File: config.mk
export PLATFORM = sky130hd
export DESIGN_NAME = gate_selftest_ctrl
export DESIGN_NICKNAME = d
export VERILOG_FILES = /design/src/rtl/gate_selftest_ctrl_pkg.sv /design/src/rtl/gate_selftest_ctrl.sv
export SDC_FILE = /design/constraint.sdc
export NUM_CORES = 1
export LEC_CHECK = 0
export CAP_MARGIN = 25
export CORE_MARGIN = 1
export CORE_UTILIZATION = 55
export CTS_CLUSTER_DIAMETER = 150
export DETAILED_ROUTE_END_ITERATION = 10
export PLACE_DENSITY = 0.88
export SLEW_MARGIN = 10
export SYNTH_ARGS = -nofsm -noshare
export SYNTH_HDL_FRONTEND = slang
export SYNTH_SLANG_ARGS = --single-unit
File: constraint.sdc
create_clock -name clk -period 11 [get_ports clk]
set_input_delay 1.65 -clock clk [delete_from_list [all_inputs] [get_ports clk]]
set_output_delay 1.65 -clock clk [all_outputs]
set_load 0.005 [all_outputs]
File: src/rtl/gate_selftest_ctrl_pkg.sv
// Shared types and constants for the gate-unit self-test sequencer:
// state encoding, gate_out bit packing and the golden truth table.
package gate_selftest_ctrl_pkg;

    typedef enum logic [2:0] {
        ST_IDLE,
        ST_DRIVE,
        ST_SETTLE,
        ST_CHECK,
        ST_DONE
    } state_t;

    // gate_out packing, shared with the gate unit wrapper
    localparam int unsigned BIT_AND   = 0;
    localparam int unsigned BIT_OR    = 1;
    localparam int unsigned BIT_NOT_A = 2;
    localparam int unsigned BIT_NOT_B = 3;
    localparam int unsigned BIT_NAND  = 4;
    localparam int unsigned BIT_NOR   = 5;
    localparam int unsigned BIT_XOR   = 6;
    localparam int unsigned BIT_XNOR  = 7;

    localparam logic [7:0] GOLD_00 = 8'hBC;
    localparam logic [7:0] GOLD_01 = 8'h56;
    localparam logic [7:0] GOLD_10 = 8'h5A;
    localparam logic [7:0] GOLD_11 = 8'h83;

    function automatic logic [7:0] golden(input logic [1:0] v);
        logic [7:0] g;
        case (v)
            2'd0:    g = GOLD_00;
            2'd1:    g = GOLD_01;
            2'd2:    g = GOLD_10;
            default: g = GOLD_11;
        endcase
        return g;
    endfunction

    function automatic logic [3:0] popcount8(input logic [7:0] x);
        logic [3:0] cnt;
        cnt = '0;
        for (int unsigned i = 0; i < 8; i++) begin
            cnt = cnt + 4'(x[i]);
        end
        return cnt;
    endfunction

endpackage

File: src/rtl/gate_selftest_ctrl.sv
// Self-test sequencer: walks the gate unit through all four a/b vectors,
// compares the eight outputs to the golden table and reports the result.
module gate_selftest_ctrl
    import gate_selftest_ctrl_pkg::*;
#(
    parameter int unsigned SETTLE_CYC = 2,
    parameter int unsigned ERR_W      = 4
) (
    input  logic             clk,
    input  logic             rst_n,
    input  logic             start,
    input  logic             abort,
    output logic             gate_a,
    output logic             gate_b,
    input  logic [7:0]       gate_out,
    output logic             busy,
    output logic             done,
    output logic             pass,
    output logic [ERR_W-1:0] err_cnt,
    output logic [1:0]       fail_vec,
    output logic [7:0]       fail_obs
);

    localparam logic [ERR_W-1:0] ERR_MAX = '1;

    state_t           state, state_n;
    logic [1:0]       vec, vec_n;
    logic [7:0]       timer, timer_n;
    logic             seen, seen_n;
    logic [ERR_W-1:0] err_n;
    logic             pass_n;
    logic [1:0]       fvec_n;
    logic [7:0]       fobs_n;
    logic             busy_n;
    logic [7:0]       mism;
    logic [ERR_W+3:0] sum;
    logic [ERR_W-1:0] err_sat;

    always_comb begin
        mism    = gate_out ^ golden(vec);
        sum     = (ERR_W+4)'(err_cnt) + (ERR_W+4)'(popcount8(mism));
        err_sat = (sum > (ERR_W+4)'(ERR_MAX)) ? ERR_MAX : sum[ERR_W-1:0];
    end

    always_comb begin
        state_n = state;
        vec_n   = vec;
        timer_n = timer;
        seen_n  = seen;
        err_n   = err_cnt;
        pass_n  = pass;
        fvec_n  = fail_vec;
        fobs_n  = fail_obs;

        case (state)
            ST_IDLE: begin
                if (start && !abort) begin
                    state_n = ST_DRIVE;
                    vec_n   = '0;
                    err_n   = '0;
                    pass_n  = 1'b0;
                    fvec_n  = '0;
                    fobs_n  = '0;
                    seen_n  = 1'b0;
                end
            end
            ST_DRIVE: begin
                if (abort) begin
                    state_n = ST_IDLE;
                    pass_n  = 1'b0;
                end else begin
                    timer_n = 8'(SETTLE_CYC - 1);
                    state_n = ST_SETTLE;
                end
            end
            ST_SETTLE: begin
                if (abort) begin
                    state_n = ST_IDLE;
                    pass_n  = 1'b0;
                end else if (timer == '0) begin
                    state_n = ST_CHECK;
                end else begin
                    timer_n = timer - 8'd1;
                end
            end
            ST_CHECK: begin
                if (abort) begin
                    state_n = ST_IDLE;
                    pass_n  = 1'b0;
                end else begin
                    err_n = err_sat;
                    if ((mism != '0) && !seen) begin
                        fvec_n = vec;
                        fobs_n = gate_out;
                        seen_n = 1'b1;
                    end
                    if (vec == 2'd3) begin
                        state_n = ST_DONE;
                        pass_n  = (err_sat == '0);
                    end else begin
                        vec_n   = vec + 2'd1;
                        state_n = ST_DRIVE;
                    end
                end
            end
            ST_DONE:  state_n = ST_IDLE;
            default:  state_n = ST_IDLE;
        endcase

        busy_n = (state_n == ST_DRIVE) || (state_n == ST_SETTLE) || (state_n == ST_CHECK);
    end

    // Visible outputs are registered from next-state values so they line up with the state.
    always_ff @(posedge clk or negedge rst_n) begin
        if (!rst_n) begin
            state    <= ST_IDLE;
            vec      <= '0;
            timer    <= '0;
            seen     <= 1'b0;
            err_cnt  <= '0;
            pass     <= 1'b0;
            fail_vec <= '0;
            fail_obs <= '0;
            busy     <= 1'b0;
            done     <= 1'b0;
            gate_a   <= 1'b0;
            gate_b   <= 1'b0;
        end else begin
            state    <= state_n;
            vec      <= vec_n;
            timer    <= timer_n;
            seen     <= seen_n;
            err_cnt  <= err_n;
            pass     <= pass_n;
            fail_vec <= fvec_n;
            fail_obs <= fobs_n;
            busy     <= busy_n;
            done     <= (state_n == ST_DONE);
            gate_a   <= busy_n & vec_n[1];
            gate_b   <= busy_n & vec_n[0];
        end
    end

endmodule

==> key figures <==
Logic synthesis
  • Yosys warnings: 0
  • Mapped cell area: between 2000 and 2500 um2
  • Post-synth top area share: 40.10%
  • Syn Inst Count: 201
  • Asr flop ratio synth: 100.0%
  • Most frequent cell after synthesis: dfrtp_1
  • Syn Area/Cell: between 10 and 15 um2
  • Biggest area consumer among synthesized cells: dfrtp_1
  • Post-synth cell types: 48
  • Post-synth EDFFs: 0
  • Syn_nets: between 200 and 250
  • Most frequent cells after synthesis: 33 x dfrtp_1, 18 x nor2_1, 14 x nand2_1, 13 x a22o_1, 13 x ha_1
  • Synth Flop Type: dfrtp_1
  • Seq/Total Area, Yosys: around 40%
  • Area contributors post-synth: dfrtp_1 40%, ha_1 7.9%, a22o_1 5.5%
  • Synth Register Bits: 33

Global route
  • Initial antenna violation count: 0
  • Met2 Use GR: about a third
  • First-pass GRT wire length: approximately 6700 um
  • Total gr overflow: 0
  • Tot GR Track Use: 21.80%
  • Routing usage on met1: between 30% and 40%
  • Vias in the first global route: 1,409
  • Most Crowded Layer GR: met1
  • Met3 Usage GRT: 4.891%
  • Pin count of the biggest net entering global routing: 34

STA
  • Slew HR: roughly 48%
  • Period utilization: between 40% and 50%
  • Final worst setup slack: between 5 and 6 ns
  • RSZ-0062 raised after global routing: no
  • Hold Violations, Final: 0
  • Max frequency: 190.0 MHz
  • Slew Viols, Final: 0
  • Post-layout min period: around 5.3 ns
  • Slew @ Worst Pin: around 0.8 ns
  • Final hold slack: 0.4944 ns
  • Clock Skew: 0.005185 ns
  • Final setup fails: 0
  • Fin Setup TNS: 0 ns

Floorplanning
  • Die height: between 60 and 70 um
  • Rows: 21
  • IO Count: 31
  • Die area: between 3000 and 4000 um2
  • Core Area: 3468 um2
  • Initial Util: approximately 59%
  • Die X: approximately 63 um

Placement
  • Buffers added on ports: 30
  • Detailed placer's ending HPWL: approximately 2900 um
  • Gpl congestion: around 0.85
  • Area after DPL: roughly 2400 um2
  • Post-Place Worst Slack: 5.479 ns
  • Placed insts: 270

Critical path
  • CP Capture Type: register
  • Crit path kind: input pin to register
  • Required @ worst endpoint: 11.18 ns
  • Arr. time, crit path: about 5.5 ns
  • Critical path peak fanout: 2
  • Critical Path Source Type: input pin

Detailed routing
  • Pre-Repair DR Iteration Count: 4
  • Routed wire length: about 4000 um
  • DRT iter0 DRCs: 89
  • Vias/cell: ~5.7
  • DRC Markers: 0
  • Routed Antenna Nets: 0
  • Via Count: approximately 1,600
  • WL per Instance: between 10 and 15 um

Layout
  • Fin area: 2441 um2
  • Reg area: roughly 830 um2
  • Layout Utilization: a little over two thirds
  • Post-Layout Cell Count: 276
  • Filler Cell Count: 266
  • ANT cells: 0
  • Ratio of cells with drive above 1 in the final layout: around 5.2%
  • Area of the multi-input gates: around 1100 um2
  • Nets@finish: ~260
  • Synth-to-Final Area Change: 18.53%

Run status
  • Outcome: finished clean

CTS
  • TritonCTS clock tree: done
  • CTS Buf Count: 5
  • Clock latency on the worst-skew pair: approximately 0.28 ns
  • Post-CTS setup buffer count: 0
  • Longest Clk Path Bufs: 2
  • Clk slew on worst S/H paths: approximately 0.060 ns
  • CTS root buffer: clkbuf_8
  • CTS sink cnt: 33
  • Hold buffer count at cts: 0
  • Resize count post-CTS: 0
  • H-tree level count: 2

Power
  • Peak supply drop: a little over 100 uV
  • PwrDens: 177.0 nW/um2
  • Total power: 0.4320 mW
  • Leak pwr: roughly 1.2 nW

Job
  • Maxcap violations: 0

Hold path
  • Hold WC Path Type: register to register
[routing by layer]
metal	wire length, um	share of wire [%]	up-vias
met4	48	1.2	0
met3	178	4.5	5
met1	1874	47	750
met2	1849	47	53
met5	0	0	-
li1	-	-	771
[flip-flops by register name, indices dropped and copies added (netlist names)]
signal / cells
timer: 8
state: 3
gate_a: 1
pass: 1
seen: 1
fail_vec: 2
busy: 1
done: 1
fail_obs: 8
vec: 2
err_cnt: 4
gate_b: 1
[layout make-up]
class / count / share of cell area [%]
clock buffers: 5 / 2.819
clock inverters: 1 / 0.2050
inverters: 12 / 1.845
multi-input cells: 148 / 46.34
flip-flops and latches: 33 / 33.83
well taps: 46 / 2.358
repair buffers: 31 / 12.61
[logic make-up (layout without fill, tap and decap cells)]
family | after synthesis | after routing | synth area share (%)
fa+ha+maj | 18 | 18 | 12.76
buf+inv | 20 | 49 | 4.981
simple gates | 62 | 62 | 16.16
compound gates | 53 | 53 | 19.44
mux | 2 | 2 | 1.033
xor+xnor | 13 | 13 | 5.529
flops | 33 | 33 | 40.10
[cells in the final DEF, fill, tap and decap left out, types with 2 or more instances in the layout]
cell type	instances
clkbuf_8	5
a21o_1	8
clkdlybuf4s50_1	30
o2bb2ai_1	2
and3_1	3
nor2_1	18
or3_1	2
nand4_1	3
inv_1	12
nand3_1	4
fa_1	5
nand2_1	14
a21oi_1	6
and2_1	4
nor3_1	3
dfrtp_1	33
nand4bb_1	2
ha_1	13
xnor2_1	3
a22o_1	13
xor2_1	10
a31oi_1	2
nand2b_1	3
o21ai_0	8
[report_power, final]
| group | internal, mW | switching (mW) |
|---|---|---|
| sequential | 0.141 | 0.0267 |
| combinational | 0.0883 | 0.0944 |
| clock | 0.0415 | 0.0403 |
| total | 0.271 | 0.161 |
[critical path: stages]
cell and delay [ns]:
clkdlybuf4s50_1 0.44, xnor2_1 0.24, inv_1 0.10, fa_1 0.50
inv_1 0.05, fa_1 0.51, fa_1 0.52, fa_1 0.47
fa_1 0.53, and3_1 0.15, nand3_1 0.08, o31ai_1 0.22
[final timing paths]
kind / start / end / cells after the start / slack, ns
setup / recovery: gate_out[0] / pass / 12 / 5.74
hold / removal: fail_obs[2] / fail_obs[2] / 1 / 0.49
setup reg to reg: vec[1] / pass / 14 / 6.63
hold reg to reg: fail_obs[2] / fail_obs[2] / 1 / 0.49
max in group asynchronous: rst_n / fail_obs[1] / 2 / 8.95
min in group asynchronous: rst_n / err_cnt[3] / 2 / 1.76
Note: power is estimated with default switching activity, not from simulation.
